[src/rtl/stack_op_sequencer.sv]
`default_nettype none
// ============================================================================
// stack_op_sequencer : button-driven op sequencer for the 8-bit stack calculator
// Revision: 1.0 - initial release
// ============================================================================
module stack_op_sequencer #(
  parameter int DW    = 8,
  parameter int AW    = 7,
  parameter int DEPTH = 128
) (
  input  logic          clk,
  input  logic          rst_n,
  input  logic [1:0]    ctrl,
  input  logic          btnl,
  input  logic          btnr,
  input  logic [DW-1:0] numeral,
  output logic [AW-1:0] mem_addr,
  output logic [DW-1:0] mem_wdata,
  output logic          mem_we,
  input  logic [DW-1:0] mem_rdata,
  output logic [DW-1:0] dvr,
  output logic [AW-1:0] dar,
  output logic          empty,
  output logic          full,
  output logic          busy,
  output logic          err
);

  localparam int CW = $clog2(DEPTH + 1);

  typedef enum logic [2:0] {
    S_IDLE   = 3'd0,
    S_RD_A   = 3'd1,
    S_RD_B   = 3'd2,
    S_CAP_B  = 3'd3,
    S_WR     = 3'd4,
    S_DISP   = 3'd5,
    S_DISP_W = 3'd6
  } state_t;

  typedef enum logic [1:0] {
    OP_PUSH = 2'd0,
    OP_ADD  = 2'd1,
    OP_SUB  = 2'd2
  } op_t;

  state_t          state_q, state_d;
  op_t             op_q, op_d;
  logic [AW-1:0]   sp_q, sp_d;
  logic [CW-1:0]   count_q, count_d;
  logic [AW-1:0]   dar_q, dar_d;
  logic [DW-1:0]   dvr_q, dvr_d;
  logic [DW-1:0]   opa_q, opa_d;
  logic [DW-1:0]   opb_q, opb_d;
  logic [AW-1:0]   addr_q, addr_d;
  logic            err_q, err_d;
  logic            btnl_q, btnl_d;
  logic            btnr_q, btnr_d;

  logic            rise_l, rise_r;

  assign rise_l = btnl & ~btnl_q;
  assign rise_r = btnr & ~btnr_q;

  always_comb begin
    state_d  = state_q;
    op_d     = op_q;
    sp_d     = sp_q;
    count_d  = count_q;
    dar_d    = dar_q;
    dvr_d    = dvr_q;
    opa_d    = opa_q;
    opb_d    = opb_q;
    err_d    = 1'b0;
    btnl_d   = btnl;
    btnr_d   = btnr;
    mem_addr = addr_q;
    mem_we   = 1'b0;

    // opa holds the push operand or the top entry, opb the second entry
    case (op_q)
      OP_ADD:  mem_wdata = opb_q + opa_q;
      OP_SUB:  mem_wdata = opb_q - opa_q;
      default: mem_wdata = opa_q;
    endcase

    case (state_q)
      S_IDLE: begin
        if (rise_l) begin
          case (ctrl)
            2'b00: begin
              if (count_q == CW'(0)) begin
                err_d = 1'b1;
              end else begin
                sp_d    = sp_q + AW'(1);
                count_d = count_q - CW'(1);
                if (count_q == CW'(1)) begin
                  dar_d = '0;
                  dvr_d = '0;
                end else begin
                  dar_d   = sp_q + AW'(2);
                  state_d = S_DISP;
                end
              end
            end
            2'b01: begin
              if (count_q < CW'(2)) begin
                err_d = 1'b1;
              end else begin
                op_d    = OP_SUB;
                state_d = S_RD_A;
              end
            end
            2'b10: begin
              sp_d    = AW'(DEPTH - 1);
              count_d = '0;
              dar_d   = '0;
              dvr_d   = '0;
            end
            default: begin
              dar_d   = dar_q - AW'(1);
              state_d = S_DISP;
            end
          endcase
        end else if (rise_r) begin
          case (ctrl)
            2'b00: begin
              if (count_q == CW'(DEPTH)) begin
                err_d = 1'b1;
              end else begin
                opa_d   = numeral;
                op_d    = OP_PUSH;
                state_d = S_WR;
              end
            end
            2'b01: begin
              if (count_q < CW'(2)) begin
                err_d = 1'b1;
              end else begin
                op_d    = OP_ADD;
                state_d = S_RD_A;
              end
            end
            2'b10: begin
              if (count_q != CW'(0)) begin
                dar_d = sp_q + AW'(1);
              end
              state_d = S_DISP;
            end
            default: begin
              dar_d   = dar_q + AW'(1);
              state_d = S_DISP;
            end
          endcase
        end
      end
      S_RD_A: begin
        mem_addr = sp_q + AW'(1);
        state_d  = S_RD_B;
      end
      S_RD_B: begin
        mem_addr = sp_q + AW'(2);
        opa_d    = mem_rdata;
        state_d  = S_CAP_B;
      end
      S_CAP_B: begin
        opb_d   = mem_rdata;
        state_d = S_WR;
      end
      S_WR: begin
        mem_we = 1'b1;
        if (op_q == OP_PUSH) begin
          mem_addr = sp_q;
          sp_d     = sp_q - AW'(1);
          count_d  = count_q + CW'(1);
          dar_d    = sp_q;
        end else begin
          // result overwrites the second entry, which becomes the new top
          mem_addr = sp_q + AW'(2);
          sp_d     = sp_q + AW'(1);
          count_d  = count_q - CW'(1);
          dar_d    = sp_q + AW'(2);
        end
        state_d = S_DISP;
      end
      S_DISP: begin
        mem_addr = dar_q;
        state_d  = S_DISP_W;
      end
      S_DISP_W: begin
        dvr_d   = mem_rdata;
        state_d = S_IDLE;
      end
      default: state_d = S_IDLE;
    endcase

    addr_d = mem_addr;
  end

  always_ff @(posedge clk) begin
    if (!rst_n) begin
      state_q <= S_IDLE;
      op_q    <= OP_PUSH;
      sp_q    <= AW'(DEPTH - 1);
      count_q <= '0;
      dar_q   <= '0;
      dvr_q   <= '0;
      opa_q   <= '0;
      opb_q   <= '0;
      addr_q  <= '0;
      err_q   <= 1'b0;
      btnl_q  <= 1'b0;
      btnr_q  <= 1'b0;
    end else begin
      state_q <= state_d;
      op_q    <= op_d;
      sp_q    <= sp_d;
      count_q <= count_d;
      dar_q   <= dar_d;
      dvr_q   <= dvr_d;
      opa_q   <= opa_d;
      opb_q   <= opb_d;
      addr_q  <= addr_d;
      err_q   <= err_d;
      btnl_q  <= btnl_d;
      btnr_q  <= btnr_d;
    end
  end

  assign dvr   = dvr_q;
  assign dar   = dar_q;
  assign empty = (count_q == CW'(0));
  assign full  = (count_q == CW'(DEPTH));
  assign busy  = (state_q != S_IDLE);
  assign err   = err_q;

endmodule
`default_nettype wire
[config.mk]
export PLATFORM = sky130hd
export DESIGN_NAME = stack_op_sequencer
export DESIGN_NICKNAME = d
export VERILOG_FILES = /design/src/rtl/stack_op_sequencer.sv
export SDC_FILE = /design/constraint.sdc
export NUM_CORES = 1
export LEC_CHECK = 0
export CORE_MARGIN = 2
export CORE_UTILIZATION = 35
export CTS_BUF_LIST = sky130_fd_sc_hd__clkbuf_16
export CTS_CLUSTER_SIZE = 40
export DETAILED_ROUTE_END_ITERATION = 12
export REMOVE_ABC_BUFFERS = 1
export SETUP_SLACK_MARGIN = 0.2
export SLEW_MARGIN = 20
export SYNTH_ARGS = -nofsm -noshare
export SYNTH_HDL_FRONTEND = slang
export SYNTH_SLANG_ARGS = --single-unit
[constraint.sdc]
create_clock -name clk -period 2.9 [get_ports clk]
set_input_delay 0.725 -clock clk [delete_from_list [all_inputs] [get_ports clk]]
set_output_delay 0.725 -clock clk [all_outputs]
set_load 0.03 [all_outputs]
== Yosys cells after proc, flatten, opt, wreduce, memory -nomap -nowiden ==
Index checks and enable logic that the tools add are counted.
Word-level totals
  register bits after elaboration: 61
  logic and storage cells: 132
  output and inout port bits: 35
  bits of input ports: 22
Operators by class
  equality and inequality tests: 32
  $add $sub $neg: 9
  bitwise logic cells: 4
  reductions and logical operators: 19
  muxes and demuxes: 55
  $lt $le $gt $ge: 1
Operators with widths (number)
  $pmux W8 S2: 6
  $mux W8: 10
  $mux W7: 9
  $pmux W7 S2: 4
  $pmux W7 S4: 1
  $ne A3 B3 Y1 const B: 7
  $pmux W7 S3: 1
  $mux W3: 6
  $pmux W3 S6: 1
  $ne A4 B4 Y1 const B: 4
  $reduce_and A5 Y1: 3
  $add A7 B1 Y7 const B: 2
  $sub A7 B1 Y7 const B: 2
  $mux W2: 6
  $ne A2 B2 Y1 const B: 6
  $reduce_bool A2 Y1: 5
  $eq A3 B3 Y1 const B: 3
  $pmux W3 S3: 1
  $add A8 B1 Y8 const B: 1
  $add A8 B8 Y8: 1
  $eq A8 B1 Y1 const B: 1
  $eq A8 B8 Y1 const B: 1
  $logic_not A8 Y1: 1
  $lt A8 B2 Y1 const B: 1
  24 further kinds: 37

== Logic depth before layout (Yosys ltp) ==
Gate-level depths: netlist (run 1).
  word-level depth: 6
  gate-level depth with buffers: 11
  depth with buffers taken out: 10

== Least setup slack after synthesis (run 1) ==
No wires, ideal clock.
  path type: register -> output
  start: reg op_q[0]
  end: out mem_wdata[6]
  stages on the path, launching flop included: 12
  path buffers: 1
  slack: -666 ps
  arrival: 2841 ps
  required time: 2175 ps
  cells stage by stage: dfxtp_1 inv_1 ha_1 clkbuf_1 nor2_1 xnor2_1 ha_1 a21o_1 a21oi_1 o21bai_1 nand2_1 o311ai_0
Between the ends
  longest elaborated chain between the ends: 2
  elaborated cells on any way between the ends: 3
  classes of those cells: eq/ne (2); mux (1)
RTL lines
  start: declaration: line 48  | op_t op_q, op_d;
  start signal: assignment: line 216  | op_q <= op_d;
  $eq A2 B2 Y1 or $eq A2 B1 Y1 (tied branches): line 81  | case (op_q)
  $pmux W8 S2 (*): line 81
  end: declaration: line 18  | output logic [DW-1:0] mem_wdata,
Mark *: on every way between the ends. The rest lies on a longest branch, timed or not.

== Worst setup path in the final report (run 1) ==
Same ends and word-level chain as after synthesis.

==> results by group, run 1 <==
Status
  – Run status: complete, but fails checks
  – Failing checks: negative setup slack

Yosys
  – Avg Cell Area, Syn: 7.73 sq um
  – Sequential area share after synthesis: 0.261
  – Synth area leader: dfxtp_1
  – Top cell type's share of synthesized area: 0.261
  – Top post-synthesis cells by count: dfxtp_1, nor2_1, nand2_1, a21oi_1, o21ai_0
  – Number of synthesized register bits: 61
  – Post-synth EDFFs: 0
  – Post-Syn Area: 4690 sq um
  – Largest cells by area after synthesis: dfxtp_1, ha_1, a21oi_1
  – Async S/R FF share, synth: 0
  – Yosys Warn Count: 0
  – Most common cell in the synthesized netlist: dfxtp_1
  – Main flop type after synthesis: dfxtp_1
  – Cells after Synth: 606
  – Cell variety after synth: 76

Min path
  – Hold_sp: dvr[0]
  – Worst Hold Class: flop to flop
  – Worst Hold Path Cells: 2
  – Hold Path End: dvr[0]

CTS
  – CTS tree: yes
  – # hold bufs at CTS: 0
  – TritonCTS buffer count: 9
  – CTS sink count: 61
  – CTS H-tree depth: 3
  – CTS clock-pin slew for the worst setup and hold paths: 0.05 ns
  – CTS Buffer Depth: 2
  – CTS Root Cell: clkbuf_16
  – Skew-Pair Late Insertion Delay: 0.34 ns

Place
  – Placer Congestion: 0.938
  – Post-DP HPWL: 11.4 mm
  – Area after DPL: 5820 sq um
  – IO Port Bufs: 56

Layout
  – Post-route cell area: 6830 sq um
  – Area of the multi-input gates: 3580 sq um
  – Storage cell area: 1240 sq um
  – Nets: 768
  – Diode count: 0
  – Filler cell count: 1230
  – Syn-to-layout area delta: 45.6%
  – Layout cells sized above 1: 0.291

Flow run
  – MaxCap Viol Count: 0

Floorplan
  – Die Y: 120 um
  – Initial Utilization: 0.357
  – Core area: 13100 sq um
  – Die width: 120 um
  – Rows: 42
  – I/O pin count: 57
  – Die area: 14300 sq um

STA
  – Pin slew with the least headroom to its limit: 0.593 ns
  – Slew Viols, Final: 0
  – Sum Neg Setup Slack: -1.72 ns
  – Unrepaired setup endpoints after global routing: true
  – Post-layout min period: 3.37 ns
  – Maximum clock frequency: 297 MHz
  – Final setup viols: 7
  – Period utilization: 1.16
  – Max-slew headroom: 0.603
  – Crit path setup slack, layout: -0.470 ns
  – Final Hold Vio Count: 0
  – Setup Skew: 0.00878 ns

Setup path
  – Worst setup SP type: flop
  – Reg2reg path depth: 12
  – Crit end category: output port
  – R2R Path Start: op_q[0]
  – Critical path arrival: 2.64 ns
  – Worst Path Buf+Inv: 3
  – Crit. Startpoint: op_q[0]
  – Reg-to-Reg End: sp_q[5]
  – Reg2reg setup slack: 0.48 ns
  – CP top delay family: compound AO/OA/AOI/OAI gates
  – Crit path depth: 11
  – Worst Path Required: 2.17 ns
  – Crit-path max FO: 4
  – Slowest Stage Delay on Critical Path: 0.36 ns
  – Worst setup path class: flop to output port
  – Slowest CP cell: a2111o_1
  – Crit-path cells: inv_2 > ha_4 > mux2i_4 > buf_6 > fa_2 > a21o_1 > a21oi_2 > o21bai_1 > a2111o_1 > o311ai_1 > buf_4

Detailed routing
  – DRC Markers: 0
  – DRT iter0 DRCs: 416
  – Via/cell ratio: 5.81
  – Via Count: 5255
  – Final antenna-violating net count: 0
  – DRT Wirelength: 16.7 mm
  – DR pass1 iterations: 5
  – Wirelength per Cell: 18.4 um

GRT
  – Initial antenna violation count: 0
  – Largest net degree at the start of global routing: 32
  – Vias in the first global route: 4964
  – GRT Overall Usage: 0.228
  – First-pass GRT wire length: 26.0 mm
  – GRT overflow: 0

Power
  – P_int: 5.11 mW
  – Power Dens Cells: 1410 nW/um^2
  – Sw Share: 0.471
  – Sequential Power Share: 0.151
  – Switch Pwr: 4.55 mW
  – Logic pwr share: 0.731
  – Max IR drop VDD: 590 uV
  – Leakage: 2.75 nW
  – Clock network fraction of total power: 0.118
flip-flops by register name, summed over array words and instances (netlist names):
signal   count
opb_q        8
op_q         2
dvr          8
sp_q         7
err          1
btnr_q       1
opa_q        8
count_q      8
btnl_q       1
state_q      3
dar          7
addr_q       7
per-layer routing:
metal | global-route usage | part of all wire | vias up
li1 | - | - | 2477
met1 | 0.295 | 0.44 | 2537
met2 | 0.367 | 0.47 | 204
met5 | 0 | 0 | -
met4 | 0.0993 | 0.034 | 0
met3 | 0.0471 | 0.059 | 37
area by class of cell:
type,instances,area share
tap,176,0.0323
timing repair buffer,155,0.199
clock buffer,9,0.0330
clock inverter,6,0.0117
sequential,61,0.182
multi-input combinational,470,0.524
inverter,27,0.0170
worst max-delay path by stage:
stage / slack (ns) / to
after floorplan: -0.56 / mem_wdata[6]
after global placement: -0.46 / mem_wdata[5]
after detailed placement: -0.54 / mem_wdata[5]
after CTS: -0.48 / mem_wdata[6]
after global routing: -0.57 / mem_wdata[7]
final: -0.47 / mem_wdata[6]
worst min-delay path: cells and delay by family, from the launching register on:
kind            cells  cell delay (ns)
compound gates      1             0.06
flops               1             0.32
simple gates        1             0.08
stage by stage:
step / util / power [mW] / worst slack, ns / instances / hold slack, ns
3_3_place_gp: 0.443 / 7.15 / -0.464 / 866 / 0.451
4_1_cts: 0.501 / 9.03 / -0.478 / 895 / 0.477
5_1_grt: 0.520 / 10.3 / -0.565 / 904 / 0.514
3_5_place_dp: 0.443 / 7.21 / -0.544 / 866 / 0.459
6_report: 0.520 / 9.65 / -0.470 / 904 / 0.500
2_1_floorplan: - / 4.91 / -0.563 / 558 / 0.435
cell families (layout without fill, tap and decap cells):
group | after synthesis | in the layout | share of synthesized area
compound gates | 191 | 191 | 0.282
xor+xnor | 29 | 29 | 0.0542
fa+ha+maj | 22 | 22 | 0.0603
buf+inv | 75 | 197 | 0.0678
flops | 61 | 61 | 0.261
mux | 20 | 20 | 0.0435
simple gates | 208 | 208 | 0.231
layout by cell type (no fill, tap or decap), types with 14 or more instances in the layout:
cell,n
nor2_1,50
clkdlybuf4s50_1,37
inv_1,21
dfxtp_1,53
nand3_1,17
mux2i_1,16
a21oi_1,33
o21ai_0,31
ha_1,14
buf_4,96
a22oi_1,15
nand2_1,45
timing repair:
action	in CTS	in global routing
gates cloned	1	0
pin swaps	31	24
endpoints found under the setup margin	17	16
buffers inserted	13	10
resized for setup	92	38
power groups by stage:
stage               clock, mW  sequential [mW]  combinational, mW
finish                   1.14             1.46               7.06
global route             1.19             1.50               7.57
CTS                      1.15             1.44               6.44
detailed placement          0             1.41               5.79
global placement            0             1.41               5.74
floorplan                   0             1.52               3.39
(Power assumes the default switching activity.)
==> run 2: changes to the inputs <==
--- a/config.mk
+++ b/config.mk
@@ -12,6 +12,7 @@
 export DETAILED_ROUTE_END_ITERATION = 12
 export REMOVE_ABC_BUFFERS = 1
 export SETUP_SLACK_MARGIN = 0.2
+export SKIP_LAST_GASP = 1
 export SLEW_MARGIN = 20
 export SYNTH_ARGS = -nofsm -noshare
 export SYNTH_HDL_FRONTEND = slang
==> results by group, run 2 (same netlist as run 1, synthesis figures left out) <==
Setup path
  – Critical path arrival: 2.68 ns
  – Crit-path max FO: 4
  – Worst Path Required: 2.17 ns
  – Worst setup SP type: flop
  – Worst Path Buf+Inv: 3
  – Crit end category: output port
  – Slowest CP cell: dfxtp_2
  – Slowest Stage Delay on Critical Path: 0.33 ns
  – Crit-path cells: inv_2 > ha_4 > buf_6 > a21oi_4 > xnor2_1 > ha_1 > or2_2 > a21oi_2 > a31oi_4 > mux2i_1 > xor2_1 > buf_4
  – CP top delay family: adder cells
  – Worst setup path class: flop to output port

Status
  – Failing checks: negative setup slack
  – Run status: complete, but fails checks

STA
  – Slew Viols, Final: 0
  – Period utilization: 1.17
  – Unrepaired setup endpoints after global routing: true
  – Crit path setup slack, layout: -0.502 ns
  – Maximum clock frequency: 294 MHz
  – Setup Skew: 0.00906 ns
  – Final setup viols: 8
  – Sum Neg Setup Slack: -1.85 ns
  – Max-slew headroom: 0.592
  – Post-layout min period: 3.40 ns
  – Pin slew with the least headroom to its limit: 0.609 ns
  – Final Hold Vio Count: 0

Layout
  – Commonest non-fill, non-tap cell in the layout: buf_4
  – Syn-to-layout area delta: 43.6%
  – Filler cell count: 1249
  – Diode count: 0
  – Non-Filler Instances: 903
  – Nets: 767
  – Area of the multi-input gates: 3520 sq um
  – Storage cell area: 1240 sq um
  – Commonest non-fill, non-tap cells in the layout: buf_4, dfxtp_1, nor2_1, nand2_1, clkdlybuf4s50_1
  – Layout cells sized above 1: 0.285
  – Post-route cell area: 6730 sq um

Place
  – Setup WS pre-CTS: -0.544 ns
  – Placer Congestion: 0.938
  – # placed instances: 866
  – Area after DPL: 5820 sq um
  – Post-DP HPWL: 11.4 mm
  – IO Port Bufs: 56

Floorplan
  – Initial Utilization: 0.357
  – I/O pin count: 57
  – Die width: 120 um
  – Rows: 42
  – Core area: 13100 sq um
  – Die Y: 120 um
  – Die area: 14300 sq um

Power
  – Power Dens Cells: 1410 nW/um^2
  – Leakage: 2.71 nW
  – Switch Pwr: 4.47 mW
  – P_int: 4.99 mW
  – Sw Share: 0.472
  – Sequential Power Share: 0.154
  – Max IR drop VDD: 582 uV
  – Logic pwr share: 0.726
  – Clock network fraction of total power: 0.120

CTS
  – Skew-Pair Late Insertion Delay: 0.34 ns
  – CTS Buffer Depth: 2
  – CTS tree: yes
  – TritonCTS buffer count: 9
  – CTS sink count: 61
  – CTS clock-pin slew for the worst setup and hold paths: 0.05 ns
  – CTS H-tree depth: 3
  – CTS Root Cell: clkbuf_16

Detailed routing
  – Via Count: 5172
  – DR pass1 iterations: 8
  – Via/cell ratio: 5.73
  – DRT iter0 DRCs: 400
  – Wirelength per Cell: 18.3 um
  – DRT Wirelength: 16.5 mm
  – DRC Markers: 0
  – Final antenna-violating net count: 0

Flow run
  – MaxCap Viol Count: 0

GRT
  – GRT Overall Usage: 0.228
  – First-pass GRT wire length: 26.0 mm
  – Vias in the first global route: 4961
  – GRT overflow: 0
  – Largest net degree at the start of global routing: 32
  – Initial antenna violation count: 0

Min path
  – Worst Hold Class: flop to flop
run 2: final timing paths:
check | from | to | slack, ns | cells after the start
max | op_q[0] | mem_wdata[7] | -0.50 | 12
min | dvr[0] | dvr[0] | 0.50 | 2
max reg2reg | op_q[0] | sp_q[5] | 0.47 | 12
min reg2reg | dvr[0] | dvr[0] | 0.50 | 2
run 2: through the flow:
| stage | hold WS (ns) | power, mW | utilization |
|---|---|---|---|
| 6_report | 0.500 | 9.46 | 0.512 |
| 2_1_floorplan | 0.435 | 4.91 | - |
| 3_5_place_dp | 0.459 | 7.21 | 0.443 |
| 5_1_grt | 0.514 | 10.1 | 0.512 |
| 3_3_place_gp | 0.451 | 7.15 | 0.443 |
| 4_1_cts | 0.477 | 9.00 | 0.499 |
run 2: power by group through the flow:
stage | clock network (mW) | registers [mW] | logic (mW)
after floorplan | 0 | 1.52 | 3.39
after global placement | 0 | 1.41 | 5.74
after detailed placement | 0 | 1.41 | 5.79
after CTS | 1.15 | 1.43 | 6.42
after global routing | 1.19 | 1.49 | 7.38
final | 1.14 | 1.45 | 6.87
run 2: worst reg2reg max path: stages (launching register included):
cell,delay [ns]
dfxtp_2,0.32
inv_2,0.07
buf_4,0.11
buf_6,0.08
ha_4,0.16
buf_6,0.14
buf_4,0.14
nand4bb_1,0.34
buf_4,0.30
nor4_1,0.24
a22oi_1,0.13
nor3_1,0.16
o21ai_0,0.11
run 2: area by class of cell:
class,count,share of cell area
Sequential cell,61,0.185
Clock buffer,9,0.0335
Timing Repair Buffer,154,0.199
Inverter,27,0.0158
Tap cell,176,0.0327
Multi-Input combinational cell,470,0.523
Clock inverter,6,0.0119
run 2: routing by layer:
layer | wire length, um | GRT usage | part of all wire | vias to the layer above
li1 | - | - | - | 2477
met1 | 7130 | 0.294 | 0.43 | 2466
met2 | 7850 | 0.368 | 0.48 | 196
met3 | 1050 | 0.0471 | 0.064 | 33
met4 | 458 | 0.0993 | 0.028 | 0
met5 | 0 | 0 | 0 | -
run 2: repair_timing:
| action | 4_1_cts | 5_1_grt |
|---|---|---|
| resized for setup | 85 | 31 |
| gates cloned | 1 | 0 |
| hold buffers | 0 | 0 |
| pin swaps | 28 | 22 |
| setup endpoints to repair | 17 | 16 |
| setup buffers | 13 | 9 |
==> run 3: changes to the inputs <==
--- a/config.mk
+++ b/config.mk
@@ -5,11 +5,13 @@
 export SDC_FILE = /design/constraint.sdc
 export NUM_CORES = 1
 export LEC_CHECK = 0
+export CAP_MARGIN = 5
 export CORE_MARGIN = 2
 export CORE_UTILIZATION = 35
 export CTS_BUF_LIST = sky130_fd_sc_hd__clkbuf_16
 export CTS_CLUSTER_SIZE = 40
 export DETAILED_ROUTE_END_ITERATION = 12
+export PLACE_DENSITY = 0.59
 export REMOVE_ABC_BUFFERS = 1
 export SETUP_SLACK_MARGIN = 0.2
 export SKIP_LAST_GASP = 1
==> results by group, run 3 (same netlist as run 1, synthesis figures left out) <==
Layout
  – Storage cell area: 1250 sq um
  – Nets: 762
  – Non-Filler Instances: 899
  – Diode count: 0
  – Final cell utilization of the core: 0.505
  – Layout cells sized above 1: 0.277
  – Commonest non-fill, non-tap cells in the layout: buf_4, nor2_1, dfxtp_1, nand2_1, clkdlybuf4s50_1
  – Area of the multi-input gates: 3460 sq um
  – Commonest non-fill, non-tap cell in the layout: buf_4
  – Syn-to-layout area delta: 41.5%
  – Filler cell count: 1267

Place
  – Placer Congestion: 0.943
  – # placed instances: 862
  – Post-DP HPWL: 11.3 mm
  – IO Port Bufs: 56

CTS
  – # hold bufs at CTS: 0
  – Skew-Pair Late Insertion Delay: 0.34 ns
  – CTS H-tree depth: 3
  – CTS tree: yes
  – CTS clock-pin slew for the worst setup and hold paths: 0.05 ns
  – CTS sink count: 61
  – CTS Root Cell: clkbuf_16
  – CTS Buffer Depth: 2
  – TritonCTS buffer count: 9

Power
  – Leakage: 2.67 nW
  – Power Dens Cells: 1390 nW/um^2
  – Max IR drop VDD: 553 uV

Min path
  – Worst Hold Path Cells: 2
  – Hold_sp: op_q[0]
  – Worst Hold Class: flop to flop

Setup path
  – Crit end category: output port
  – Worst Path Required: 2.17 ns
  – Worst setup path class: flop to output port
  – Reg2reg setup slack: 0.58 ns
  – Reg2reg path depth: 10
  – Critical path arrival: 2.64 ns
  – Crit-path max FO: 4
  – Crit. Startpoint: opa_q[1]
  – Worst setup SP type: flop
  – R2R Path Start: op_q[0]

Floorplan
  – Rows: 42
  – I/O pin count: 57
  – Die width: 120 um
  – Initial Utilization: 0.357
  – Die area: 14300 sq um
  – Die Y: 120 um
  – Core area: 13100 sq um

Detailed routing
  – DRT iter0 DRCs: 354
  – DRT Wirelength: 16.1 mm
  – Wirelength per Cell: 17.9 um
  – DR pass1 iterations: 5
  – DRC Markers: 0
  – Via/cell ratio: 5.69
  – Final antenna-violating net count: 0
  – Via Count: 5117

STA
  – Final Hold Vio Count: 0
  – Period utilization: 1.16
  – Pin slew with the least headroom to its limit: 0.631 ns
  – Max-slew headroom: 0.578
  – Setup Skew: 0.00546 ns
  – Maximum clock frequency: 297 MHz
  – Slew Viols, Final: 0
  – Final setup viols: 5
  – Unrepaired setup endpoints after global routing: true
  – Crit path setup slack, layout: -0.464 ns
  – Post-layout min period: 3.36 ns

GRT
  – First-pass GRT wire length: 25.4 mm
  – GRT Overall Usage: 0.224
  – GRT overflow: 0
  – Initial antenna violation count: 0
  – Vias in the first global route: 4946
  – Largest net degree at the start of global routing: 32

Status
  – Failing checks: negative setup slack
  – Run status: complete, but fails checks

Flow run
  – MaxCap Viol Count: 0
run 3: cell types whose count changed in the layout (fill, tap and decap cells not counted), moves of 3 or more:
cell	delta
dfxtp_1	-3
buf_4	-4
nor3_2	-3
inv_2	+3
o21ai_1	+3
run 3: metrics by stage:
step	hold slack [ns]	power (mW)	instance area (sq um)	worst slack, ns	TNS [ns]
4_1_cts	0.469	8.74	6370	-0.498	-1.90
5_1_grt	0.489	9.88	6630	-0.565	-2.28
2_1_floorplan	0.435	4.91	4470	-0.563	-1.66
3_3_place_gp	0.456	7.02	5780	-0.448	-1.11
6_report	0.466	9.24	6630	-0.464	-1.69
3_5_place_dp	0.454	7.08	5780	-0.479	-1.23
run 3: final timing paths:
check,end
worst max-delay path,mem_wdata[6]
worst min-delay path,op_q[0]
worst max register to register,count_q[5]
worst min register to register,op_q[0]
run 3: worst max-delay path, stage by stage (launching register included):
cell,delay (ns)
dfxtp_4,0.38
inv_4,0.05
ha_4,0.26
mux2i_4,0.06
buf_6,0.12
fa_2,0.35
a21o_1,0.20
a21oi_2,0.13
o21bai_1,0.09
a2111o_1,0.37
o311ai_1,0.09
buf_4,0.21
run 3: cell type report:
cell class / count / share of cell area
flip-flops and latches: 61 / 0.189
repair buffers: 149 / 0.197
multi-input cells: 470 / 0.522
clock buffers: 9 / 0.0340
inverters: 27 / 0.0164
well taps: 176 / 0.0332
clock inverters: 7 / 0.00887
run 3: what timing repair did:
item | in CTS | in global routing
resized for setup | 74 | 48
cloned | 0 | 1
buffers inserted | 13 | 7
pin swaps | 21 | 22
hold endpoints to repair | 0 | 0
setup endpoints to repair | 17 | 13
run 3: metal layers:
layer | GRT usage | share of wire | up-vias
li1 | - | - | 2473
met1 | 0.279 | 0.43 | 2413
met2 | 0.373 | 0.47 | 194
met3 | 0.0566 | 0.065 | 37
met4 | 0.0831 | 0.030 | 0
met5 | 0 | 0 | -
run 3: power by group:
part / switching (mW) / internal, mW / leakage [nW]
clock: 0.399 / 0.652 / 0.145
sequential: 0.356 / 1.11 / 0.502
combinational: 3.61 / 3.12 / 2.03
